===== src/rtl/rob_rewind_walker_pkg.sv =====
`default_nettype none
// ============================================================================
// Module      : rob_rewind_walker_pkg
// Description : Shared sizes, types and state encoding for the ROB rewind walker.
// Revision    : 1.0 - initial release
// ============================================================================
package rob_rewind_walker_pkg;

    localparam int WAY         = 2;
    localparam int ROB_SIZE    = 16;
    localparam int ROB_IDX_LEN = $clog2(ROB_SIZE);
    localparam int WAY_CNT_LEN = $clog2(WAY + 1);
    localparam int PHY_REG_LEN = 6;

    typedef logic [PHY_REG_LEN-1:0] phy_reg_idx_t;
    typedef logic [ROB_IDX_LEN-1:0] rob_idx_t;

    typedef enum logic [0:0] {
        RW_IDLE = 1'b0,
        RW_WALK = 1'b1
    } rewind_state_t;

endpackage
`default_nettype wire


===== src/rtl/rob_rewind_walker.sv =====
`default_nettype none
// ============================================================================
// Module      : rob_rewind_walker
// Description : Walks squashed ROB entries youngest-first, WAY per cycle,
//               emitting rewind packets for map table, freelist and RS.
// Revision    : 1.0 - initial release
// ============================================================================
module rob_rewind_walker
    import rob_rewind_walker_pkg::*;
(
    input  logic                                  clock,
    input  logic                                  reset,
    input  logic                                  squash_valid,
    input  logic [ROB_IDX_LEN-1:0]                squash_rob_idx,
    input  logic [ROB_IDX_LEN-1:0]                rob_tail,
    output logic [WAY-1:0][ROB_IDX_LEN-1:0]       rd_idx,
    input  logic [WAY-1:0][PHY_REG_LEN-1:0]       rd_T,
    input  logic [WAY-1:0][PHY_REG_LEN-1:0]       rd_Told,
    output logic [WAY_CNT_LEN-1:0]                rw_num,
    output logic [WAY-1:0][PHY_REG_LEN-1:0]       rw_reg_T,
    output logic [WAY-1:0][PHY_REG_LEN-1:0]       rw_reg_Told,
    output logic [WAY-1:0][ROB_IDX_LEN-1:0]       rw_rob_index,
    output logic                                  rw_busy,
    output logic                                  rw_last,
    output logic [ROB_IDX_LEN-1:0]                rw_new_tail
);

    rewind_state_t          r_state,   w_state_next;
    logic [ROB_IDX_LEN-1:0] r_cur_idx, w_cur_idx_next;
    logic [ROB_IDX_LEN-1:0] r_br_idx,  w_br_idx_next;
    logic [ROB_IDX_LEN:0]   r_remain,  w_remain_next;

    logic [ROB_IDX_LEN-1:0] w_squash_remain;
    logic [WAY_CNT_LEN-1:0] w_n;
    logic                   w_walk;
    logic                   w_last;

    assign w_walk          = (r_state == RW_WALK);
    assign w_last          = (r_remain <= (ROB_IDX_LEN+1)'(WAY));
    assign w_n             = w_last ? r_remain[WAY_CNT_LEN-1:0] : WAY_CNT_LEN'(WAY);
    // Entries strictly between the branch and the tail; wraps naturally at ROB_IDX_LEN bits.
    assign w_squash_remain = rob_tail - squash_rob_idx - ROB_IDX_LEN'(1);

    always_comb begin
        w_state_next   = r_state;
        w_cur_idx_next = r_cur_idx;
        w_br_idx_next  = r_br_idx;
        w_remain_next  = r_remain;
        case (r_state)
            RW_IDLE: begin
                if (squash_valid) begin
                    w_state_next   = RW_WALK;
                    w_cur_idx_next = rob_tail - ROB_IDX_LEN'(1);
                    w_br_idx_next  = squash_rob_idx;
                    w_remain_next  = {1'b0, w_squash_remain};
                end
            end
            RW_WALK: begin
                w_cur_idx_next = r_cur_idx - ROB_IDX_LEN'(w_n);
                w_remain_next  = r_remain - (ROB_IDX_LEN+1)'(w_n);
                if (w_last) begin
                    w_state_next = RW_IDLE;
                end
            end
            default: w_state_next = RW_IDLE;
        endcase
    end

    always_ff @(posedge clock) begin
        if (reset) begin
            r_state   <= RW_IDLE;
            r_cur_idx <= '0;
            r_br_idx  <= '0;
            r_remain  <= '0;
        end else begin
            r_state   <= w_state_next;
            r_cur_idx <= w_cur_idx_next;
            r_br_idx  <= w_br_idx_next;
            r_remain  <= w_remain_next;
        end
    end

    always_comb begin
        rw_busy     = w_walk;
        rw_last     = w_walk && w_last;
        rw_num      = w_walk ? w_n : '0;
        rw_new_tail = (w_walk && w_last) ? (r_br_idx + ROB_IDX_LEN'(1)) : '0;
    end

    // Slot 0 is the youngest entry; unused slots are forced to zero.
    for (genvar i = 0; i < WAY; i++) begin : g_slot
        logic w_slot_vld;
        assign w_slot_vld      = w_walk && (WAY_CNT_LEN'(i) < w_n);
        assign rd_idx[i]       = r_cur_idx - ROB_IDX_LEN'(i);
        assign rw_reg_T[i]     = w_slot_vld ? rd_T[i]    : '0;
        assign rw_reg_Told[i]  = w_slot_vld ? rd_Told[i] : '0;
        assign rw_rob_index[i] = w_slot_vld ? rd_idx[i]  : '0;
    end

    a_no_squash_in_walk: assert property (@(posedge clock) disable iff (reset)
        !(squash_valid && w_walk))
        else $warning("squash_valid raised while rewind walk in progress; ignored");

endmodule
`default_nettype wire

===== config.mk =====
export PLATFORM = sky130hd
export DESIGN_NAME = rob_rewind_walker
export DESIGN_NICKNAME = d
export VERILOG_FILES = /design/src/rtl/rob_rewind_walker_pkg.sv /design/src/rtl/rob_rewind_walker.sv
export SDC_FILE = /design/constraint.sdc
export NUM_CORES = 1
export LEC_CHECK = 0
export ABC_AREA = 1
export BUFFER_PORTS_ARGS = -buffer_cell sky130_fd_sc_hd__buf_4
export CAP_MARGIN = 20
export CORE_AREA = 2 2 48 95
export CTS_BUF_LIST = sky130_fd_sc_hd__clkbuf_2 sky130_fd_sc_hd__clkbuf_4 sky130_fd_sc_hd__clkbuf_8
export CTS_CLUSTER_DIAMETER = 40
export DETAILED_ROUTE_END_ITERATION = 16
export DIE_AREA = 0 0 50 97
export PLACE_DENSITY = 0.66
export RECOVER_POWER = 100
export SYNTH_ARGS = -nofsm -noshare
export SYNTH_HDL_FRONTEND = slang
export SYNTH_SLANG_ARGS = --single-unit

===== constraint.sdc =====
create_clock -name clock -period 2.33 [get_ports clock]
set_input_delay 0 -clock clock [delete_from_list [all_inputs] [get_ports clock]]
set_output_delay 0 -clock clock [all_outputs]
set_load 0.02 [all_outputs]

Word level (Yosys, flattened, before mapping)
Cells that the tools add are included.
{"block": "word_totals", "elab_cells": 36, "out_inout_bits": 48, "reg_bits": 14, "in_bits": 35}
{"block": "classes", "magnitude_cmp": 3, "n_addsub": 7, "eq_ne": 1, "n_reduce_logical": 4, "n_bitwise": 1, "n_mux": 16}
{"op": "two-way mux 6 bit", "n": 4}
{"op": "two-way mux 4 bit", "n": 4}
{"op": "subtractor 4 x 1 -> 4 bit (second input constant)", "n": 3}
{"op": "case mux 5 bit (2 select lines)", "n": 1}
{"op": "case mux 4 bit (2 select lines)", "n": 1}
{"op": "less-or-equal comparator 5 x 2 -> 1 bit (second input constant)", "n": 1}
{"op": "two-way mux 5 bit", "n": 1}
{"op": "subtractor 5 x 2 -> 5 bit", "n": 1}
{"op": "adder 4 x 1 -> 4 bit (second input constant)", "n": 1}
{"op": "less-than comparator 1 x 2 -> 1 bit (first input constant)", "n": 2}
{"op": "two-way mux 2 bit", "n": 2}
{"op": "subtractor 4 x 2 -> 4 bit", "n": 1}
{"op": "subtractor 4 bit", "n": 1}
{"op": "logical AND 1 bit", "n": 3}
{"op": "two-way mux 1 bit", "n": 2}
{"op": "inequality test 2 bit (second input constant)", "n": 1}
{"op": "case mux 1 bit (2 select lines)", "n": 1}
{"op": "AND reduction 2 bit", "n": 1}
{"op": "NOT 1 bit", "n": 1}

Depth between registers and ports, before layout
Gate-level depths: netlist of run 1.
{"block": "logic_depth", "word_depth": 5, "depth_mapped": 12, "mapped_depth_nobuf": 12}

Worst setup path before layout of run 1
No wires, ideal clock.
{"block": "synth_path", "path_kind": "reg2reg", "start": "register r_cur_idx[0]", "end": "register r_cur_idx[1]", "path_stages_with_launch": 9, "t_arrival_ns": 1.658, "path_buffers": 0, "required_ns": 2.215, "setup_time_ns": 0.115, "period_less_slack_ns": 1.774, "setup_slack_ns": 0.556, "cell_sequence": "dfxtp_1 -> inv_1 -> ha_1 -> inv_1 -> fa_1 -> nand2_1 -> o21ai_0 -> o21ai_0 -> inv_1"}
{"block": "synth_between", "elab_chain_len": 2}
{"element": "start, declared", "line_no": "rob_rewind_walker.sv:29", "source": "logic [ROB_IDX_LEN-1:0] r_cur_idx, w_cur_idx_next;"}
{"element": "start signal, assigned", "line_no": "rob_rewind_walker.sv:77", "source": "r_cur_idx <= w_cur_idx_next;"}
{"element": "subtractor 4 x 2 -> 4 bit", "line_no": "rob_rewind_walker.sv:59", "source": "w_cur_idx_next = r_cur_idx - ROB_IDX_LEN'(w_n);"}
{"element": "case mux 4 bit (2 select lines)", "line_no": "rob_rewind_walker.sv:49", "source": "case (r_state)"}
No other way between the ends.
A chain may end at the register's enable or synchronous reset.

Worst setup path in the final report of run 1
{"block": "layout_path", "start": "register r_remain[2]", "end": "register r_cur_idx[1]"}
{"block": "layout_between", "elab_chain_len": 4}
{"element": "start, declared", "line_no": "rob_rewind_walker.sv:31", "source": "logic [ROB_IDX_LEN:0] r_remain, w_remain_next;"}
{"element": "start signal, assigned", "line_no": "rob_rewind_walker.sv:79", "source": "r_remain <= w_remain_next;"}
{"element": "less-or-equal comparator 5 x 2 -> 1 bit", "line_no": "rob_rewind_walker.sv:39", "source": "assign w_last = (r_remain <= (ROB_IDX_LEN+1)'(WAY));"}
{"element": "two-way mux 2 bit", "line_no": "rob_rewind_walker.sv:40", "source": "assign w_n = w_last ? r_remain[WAY_CNT_LEN-1:0] : WAY_CNT_LEN'(WAY);"}
{"element": "subtractor 4 x 2 -> 4 bit", "line_no": "rob_rewind_walker.sv:59"}
{"element": "case mux 4 bit (2 select lines)", "line_no": "rob_rewind_walker.sv:49"}
No other way between the ends.

==> reports/results.ini, run 1 <==
[status]
status = completed

[cells_and_area]
area_growth_pct = 39.7
nets = 348
num-fill-cells = 475
multi_input_area_um2 = 738
regArea_um2 = 280
drive_above_1_share = 0.166
diodes = 0

[logic_synthesis]
yosys_warnings = 0
synth_ff_type = dfxtp_1
syn_area_um2 = 1310
synth_top_area_share = 0.214
ys_seq_elements = 14
yosysMostFrequentCell = inv_1
synth-seq-area-share = 0.214
syn_avg_cell_area_um2 = 6.06
synth-edff-count = 0
yosys-top-cells-count = 53 x inv_1, 42 x nor2_1, 31 x nand2_1
synth.distinct_cells = 26
netlist_instances = 216
synth_fp_nets = 262
async_flop_share = 0
synth.area.top_cells = dfxtp_1 21%, inv_1 15%, nor2_1 12%
synth_top_area_cell = dfxtp_1

[clock_tree]
cts_tree = done
clock_sinks = 14
cts_root_buf = clkbuf_8
clk_latency_ns = 0.25
postCtsSetupRepairBufs = 0
cts_buffers = 3
path_clk_slew_ns = 0.06
ctsHtreeMaxLevel = 1
clock_path_buffers = 2
cts_hold_buf = 1
cts.repair.resized = 0

[sta]
fin_setup_tns_ns = 0
tightest_slew_ns = 0.605
final_hold_viol_count = 0
period_needed_ns = 1.90
final-max-slew-violation-count = 0
setup_ws_ns = 0.429
min_period_over_period = 0.816
rsz0062_at_grt = no
fin_worst_skew_ns = 0.00415
slew_headroom = 0.597
setup_viol = 0
clock.fmax_ghz = 0.526

[critical_path]
required_ns = 2.47
rr_worst_depth = 10
worstSetupPathType = flop to flop
worstPathMaxFanout = 4
r2r-start = r_remain[2]$_SDFFE_PP0P_
crit_path_end_kind = flop
startpoint_type = flop
r2r_slack_ns = 0.43
timing.rr.end = r_cur_idx[1]$_SDFFE_PP0P_
arrival_ns = 2.05

[job]
max_cap_viol_count = 0

[routing]
avgViaCountPerCell = 4.29
vias = 1513
ant_nets = 0
drt_iter0_markers = 15
detail_route.wl_per_cell_um = 10.8
routed_wl_um = 3800
first_pass_iters = 4
drc = 0

[die]
row_count = 33
io_pins = 83
core_um2 = 4090
fp.dieW_um = 50
start_util = 0.320
die_area_um2 = 4850
die_h_um = 97

[pwr]
power_frac_clock = 0.232
swShare = 0.435
p_comb_frac = 0.486
power_density_nw_per_um2 = 570
p_total_mw = 1.04
irDropWorstVdd_v = 0.000459
intPower_uw = 589
switching_power_uw = 454
pwr-share-seq = 0.282
p_leak_nw = 1.03

[global_routing]
use_met1 = 0.151
grt_pass1_vias = 1366
grt_overflow = 0
grt_pass1_wl_um = 5970
grt_antenna_before_repair = 0
grt_use_met3 = 0.0201
grt_max_degree = 18
top_usage_layer = met2
gr-usage-met2 = 0.308
grt.total_usage = 0.154

[place]
dp_hpwl_um = 3180
place_worst_setup_slack_ns = 0.511
place_congestion = 0.844
port_buffers = 82

[min_path]
hp-start = squash_rob_idx[2]
min_path_cells = 3
hold_end = r_br_idx[2]$_SDFFE_PP0P_
hp-class = primary input to flop

==> layer usage <==
layer,share of wire,up-vias
met5,0,-
met4,0.013,0
met3,0.061,4
met2,0.55,62
met1,0.38,628
li1,-,819
==> power groups by stage <==
stage               Clock (mW)  Sequential, mW  Combinational [mW]
floorplan                    0           0.305               0.367
global placement             0           0.300               0.593
detailed placement           0           0.301               0.597
CTS                      0.249           0.295               0.601
global route             0.253           0.298               0.571
finish                   0.242           0.294               0.507
==> how the worst max path moves through the flow <==
| stage | start | end | slack, ns | cells after the start |
|---|---|---|---|---|
| 6_report | r_remain[2]$_SDFFE_PP0P_ | r_cur_idx[1]$_SDFFE_PP0P_ | 0.43 | 10 |
| 2_1_floorplan | r_cur_idx[0]$_SDFFE_PP0P_ | r_cur_idx[1]$_SDFFE_PP0P_ | 0.56 | 8 |
| 4_1_cts | r_remain[2]$_SDFFE_PP0P_ | r_cur_idx[1]$_SDFFE_PP0P_ | 0.51 | 10 |
| 3_5_place_dp | r_remain[2]$_SDFFE_PP0P_ | r_cur_idx[1]$_SDFFE_PP0P_ | 0.51 | 10 |
| 3_3_place_gp | r_remain[2]$_SDFFE_PP0P_ | r_cur_idx[1]$_SDFFE_PP0P_ | 0.57 | 10 |
| 5_1_grt | r_remain[2]$_SDFFE_PP0P_ | r_cur_idx[1]$_SDFFE_PP0P_ | 0.23 | 10 |
==> cell type report <==
class                      count  area share
inverter                      59       0.121
tap                           52      0.0356
timing repair buffer          84       0.256
clock buffer                   4      0.0301
multi-input combinational    140       0.404
sequential                    14       0.153
==> cell families (layout without fill, tap and decap cells) <==
family	count (synthesis)	count (layout)	synth area share
AO/OA/AOI/OAI	27	27	0.115
XOR/XNOR	3	3	0.0201
adder cells (fa/ha/maj)	11	11	0.117
buffers and inverters	62	147	0.187
flip-flops	14	14	0.214
other	1	1	0.00287
AND/OR/NAND/NOR	98	98	0.344
==> worst max-delay path, cell delays in order (launching register included) <==
cell and delay (ns):
dfxtp_1 0.33, inv_1 0.11, nand4_1 0.22, nor2_4 0.17, ha_1 0.16, inv_1 0.06
fa_1 0.42, nand2_1 0.08, o21ai_0 0.07, o21ai_0 0.14, inv_1 0.05
==> placed cells by master, fill, tap and decap left out, drive strengths merged <==
| cell type | instances |
|---|---|
| a21oi | 13 |
| buf | 39 |
| clkbuf | 48 |
| conb | 1 |
| dfxtp | 14 |
| dlygate4sd3 | 1 |
| fa | 2 |
| ha | 9 |
| inv | 59 |
| nand2 | 33 |
| nand3 | 14 |
| nand4 | 3 |
| nor2 | 45 |
| nor3 | 2 |
| o21ai | 13 |
| o221ai | 1 |
| or2 | 1 |
| xnor2 | 1 |
| xor2 | 2 |
==> state kept, by name, indices dropped and copies added, names as in the netlist <==
signal	cells
r_br_idx	4
rw_busy	1
r_cur_idx	4
r_remain	5
==> through the flow <==
| step | std cells | utilization | area [um2] | hold slack (ns) |
|---|---|---|---|---|
| finish | 353 | 0.447 | 1830 | 0.0119 |
| global route | 353 | 0.447 | 1830 | 0.0316 |
| CTS | 353 | 0.499 | 2040 | 0.0174 |
| detailed placement | 348 | 0.483 | 1970 | 0.237 |
| global placement | 348 | 0.483 | 1970 | 0.228 |
| floorplan | 216 | - | 1310 | 0.0793 |
Power figures use the tool's default switching activity.
==> run 2: changes to the inputs <==
==> constraint.sdc (replaced) <==
create_clock -name clock -period 1.9 [get_ports clock]
set_input_delay 0 -clock clock [delete_from_list [all_inputs] [get_ports clock]]
set_output_delay 0 -clock clock [all_outputs]
set_load 0.02 [all_outputs]
==> run 2 against run 1 <==
Non-clock buffer count up 2. Cell area is 2.9% higher. Clock-buffer cell count is the same. Register-to-register slack worse by 0.27 ns. Wire length increased by 2.2%. Worst setup slack got worse by 0.28 ns. Power is 27% higher. Clock power up 25%. Sequential power increased by 23%. Combinational power increased by 30%. Critical path type is now flop to output port. Global-route usage fell by 0.19 points. Largest power group unchanged. Highest routed layer unchanged.
==> reports/results.ini, run 2 (synthesized netlist as in run 1, its figures left out) <==
[status]
status = completed

[die]
io_pins = 83  ; unchanged
fp.dieW_um = 50  ; unchanged
row_count = 33  ; unchanged
core_um2 = 4090  ; unchanged
start_util = 0.320  ; unchanged
die_area_um2 = 4850  ; unchanged
die_h_um = 97  ; unchanged

[pwr]
power_density_nw_per_um2 = 703  ; +23%
p_leak_nw = 1.06  ; +3.0%
p_total_mw = 1.32  ; +27%
irDropWorstVdd_v = 0.000638  ; +39%

[critical_path]
worstPathMaxFanout = 17  ; +13
crit_chain = inv_2 -> buf_4 -> nand4_4 -> nand2_1 -> nor2_1 -> clkbuf_1
crit_path_end_kind = output port
slowest_delay_ns = 0.39  ; -0.03 ns
required_ns = 1.90  ; -0.57 ns
cp_slowest_cell = dfxtp_1
arrival_ns = 1.75  ; -0.30 ns
startpoint_type = flop
worstSetupPathType = flop to output port
r2r_slack_ns = 0.16  ; -0.27 ns

[routing]
vias = 1532  ; +1.3%
avgViaCountPerCell = 4.32  ; +0.69%
ant_nets = 0  ; unchanged
detail_route.wl_per_cell_um = 10.9  ; +1.6%
routed_wl_um = 3880  ; +2.2%
first_pass_iters = 4  ; unchanged
drt_iter0_markers = 24  ; +9
drc = 0  ; unchanged

[sta]
rsz0062_at_grt = no
period_needed_ns = 1.75
min_period_over_period = 0.920
setup_viol = 0  ; unchanged
final_hold_viol_count = 0  ; unchanged
hold_slack_ns = 0.0127  ; +0.000774 ns
fin_worst_skew_ns = 0.00461  ; +0.000460 ns
slew_headroom = 0.640  ; +0.0431
tightest_slew_ns = 0.539  ; -0.0658 ns
clock.fmax_ghz = 0.572
final-max-slew-violation-count = 0  ; unchanged
fin_setup_tns_ns = 0  ; unchanged

[clock_tree]
cts_buffers = 3  ; unchanged
path_clk_slew_ns = 0.06  ; about the same
cts_tree = done
clock_path_buffers = 2  ; unchanged
cts_root_buf = clkbuf_8
ctsHtreeMaxLevel = 1  ; unchanged
clock_sinks = 14  ; unchanged
clk_latency_ns = 0.25  ; about the same

[cells_and_area]
top_register = r_remain
final_cell_mix = 55 x inv_1, 43 x nor2_1, 39 x clkbuf_1
largest_register_ffs = 5  ; unchanged
nets = 350  ; +0.57%
final_util = 0.460  ; +0.0132
area_growth_pct = 43.8
largestRegisters = r_remain: 5 flops, r_br_idx: 4 flops, r_cur_idx: 4 flops
drive_above_1_share = 0.201  ; +0.0352
final_common_cell = inv_1
diodes = 0  ; unchanged

[job]
max_cap_viol_count = 0  ; unchanged

[global_routing]
grt_antenna_before_repair = 0  ; unchanged
grt_pass1_vias = 1364  ; -0.15%
grt_overflow = 0  ; unchanged
grt.total_usage = 0.152  ; -0.00191
grt_max_degree = 18  ; unchanged
grt_pass1_wl_um = 5920  ; -0.80%

[place]
dp_hpwl_um = 3180  ; about the same
port_buffers = 82  ; unchanged
place_congestion = 0.844  ; about the same

[min_path]
hp-class = primary input to flop

## run 2: area by class of cell
class	count	area, um2
repair buffers	86	482
inverters	59	221
well taps	52	65.1
multi-input cells	140	778
flip-flops and latches	14	280
clock buffers	4	55.1
fillers	480	2210
## run 2: final timing paths
| kind | startpoint | endpoint | cells after the start |
|---|---|---|---|
| worst max-delay path | r_remain[2]$_SDFFE_PP0P_ | rw_reg_T[7] | 6 |
| worst min register to register | r_remain[4]$_SDFFE_PP0P_ | r_remain[4]$_SDFFE_PP0P_ | 2 |
| worst max register to register | r_remain[3]$_SDFFE_PP0P_ | r_cur_idx[1]$_SDFFE_PP0P_ | 10 |
| worst min-delay path | squash_rob_idx[2] | r_br_idx[2]$_SDFFE_PP0P_ | 3 |
## run 2: layer usage
layer | vias to the layer above | share of wire | global-route usage
met5 | - | 0 | 0
met2 | 57 | 0.53 | 0.294
met1 | 648 | 0.39 | 0.151
met3 | 7 | 0.057 | 0.0247
met4 | 0 | 0.021 | 0.0620
li1 | 820 | - | -
## run 2: what timing repair did
action,in CTS,in global routing
hold endpoints to repair,2,0
hold buffers,1,0
gates resized for setup,0,1
buffers inserted,0,2
setup endpoints to repair,0,2
## run 2: where the power goes
part           leakage (nW)  internal, mW  switching (mW)  total (mW)
clock                0.0288         0.184           0.118       0.302
sequential            0.116         0.328          0.0327       0.361
combinational         0.915         0.230           0.430       0.660
## run 2: metrics by stage
stage	area (um2)	instances	worst slack, ns
after floorplan	1310	216	0.126
after global placement	1970	348	0.139
after detailed placement	1970	348	0.0715
after CTS	2040	353	0.0741
after global routing	1880	355	0.00734
final	1880	355	0.152
## run 2: critical path, delay by kind of cell (launching register included)
kind	cells	cell delay, ns
flip-flops	1	0.39
AND/OR/NAND/NOR	3	0.62
buffers and inverters	3	0.49
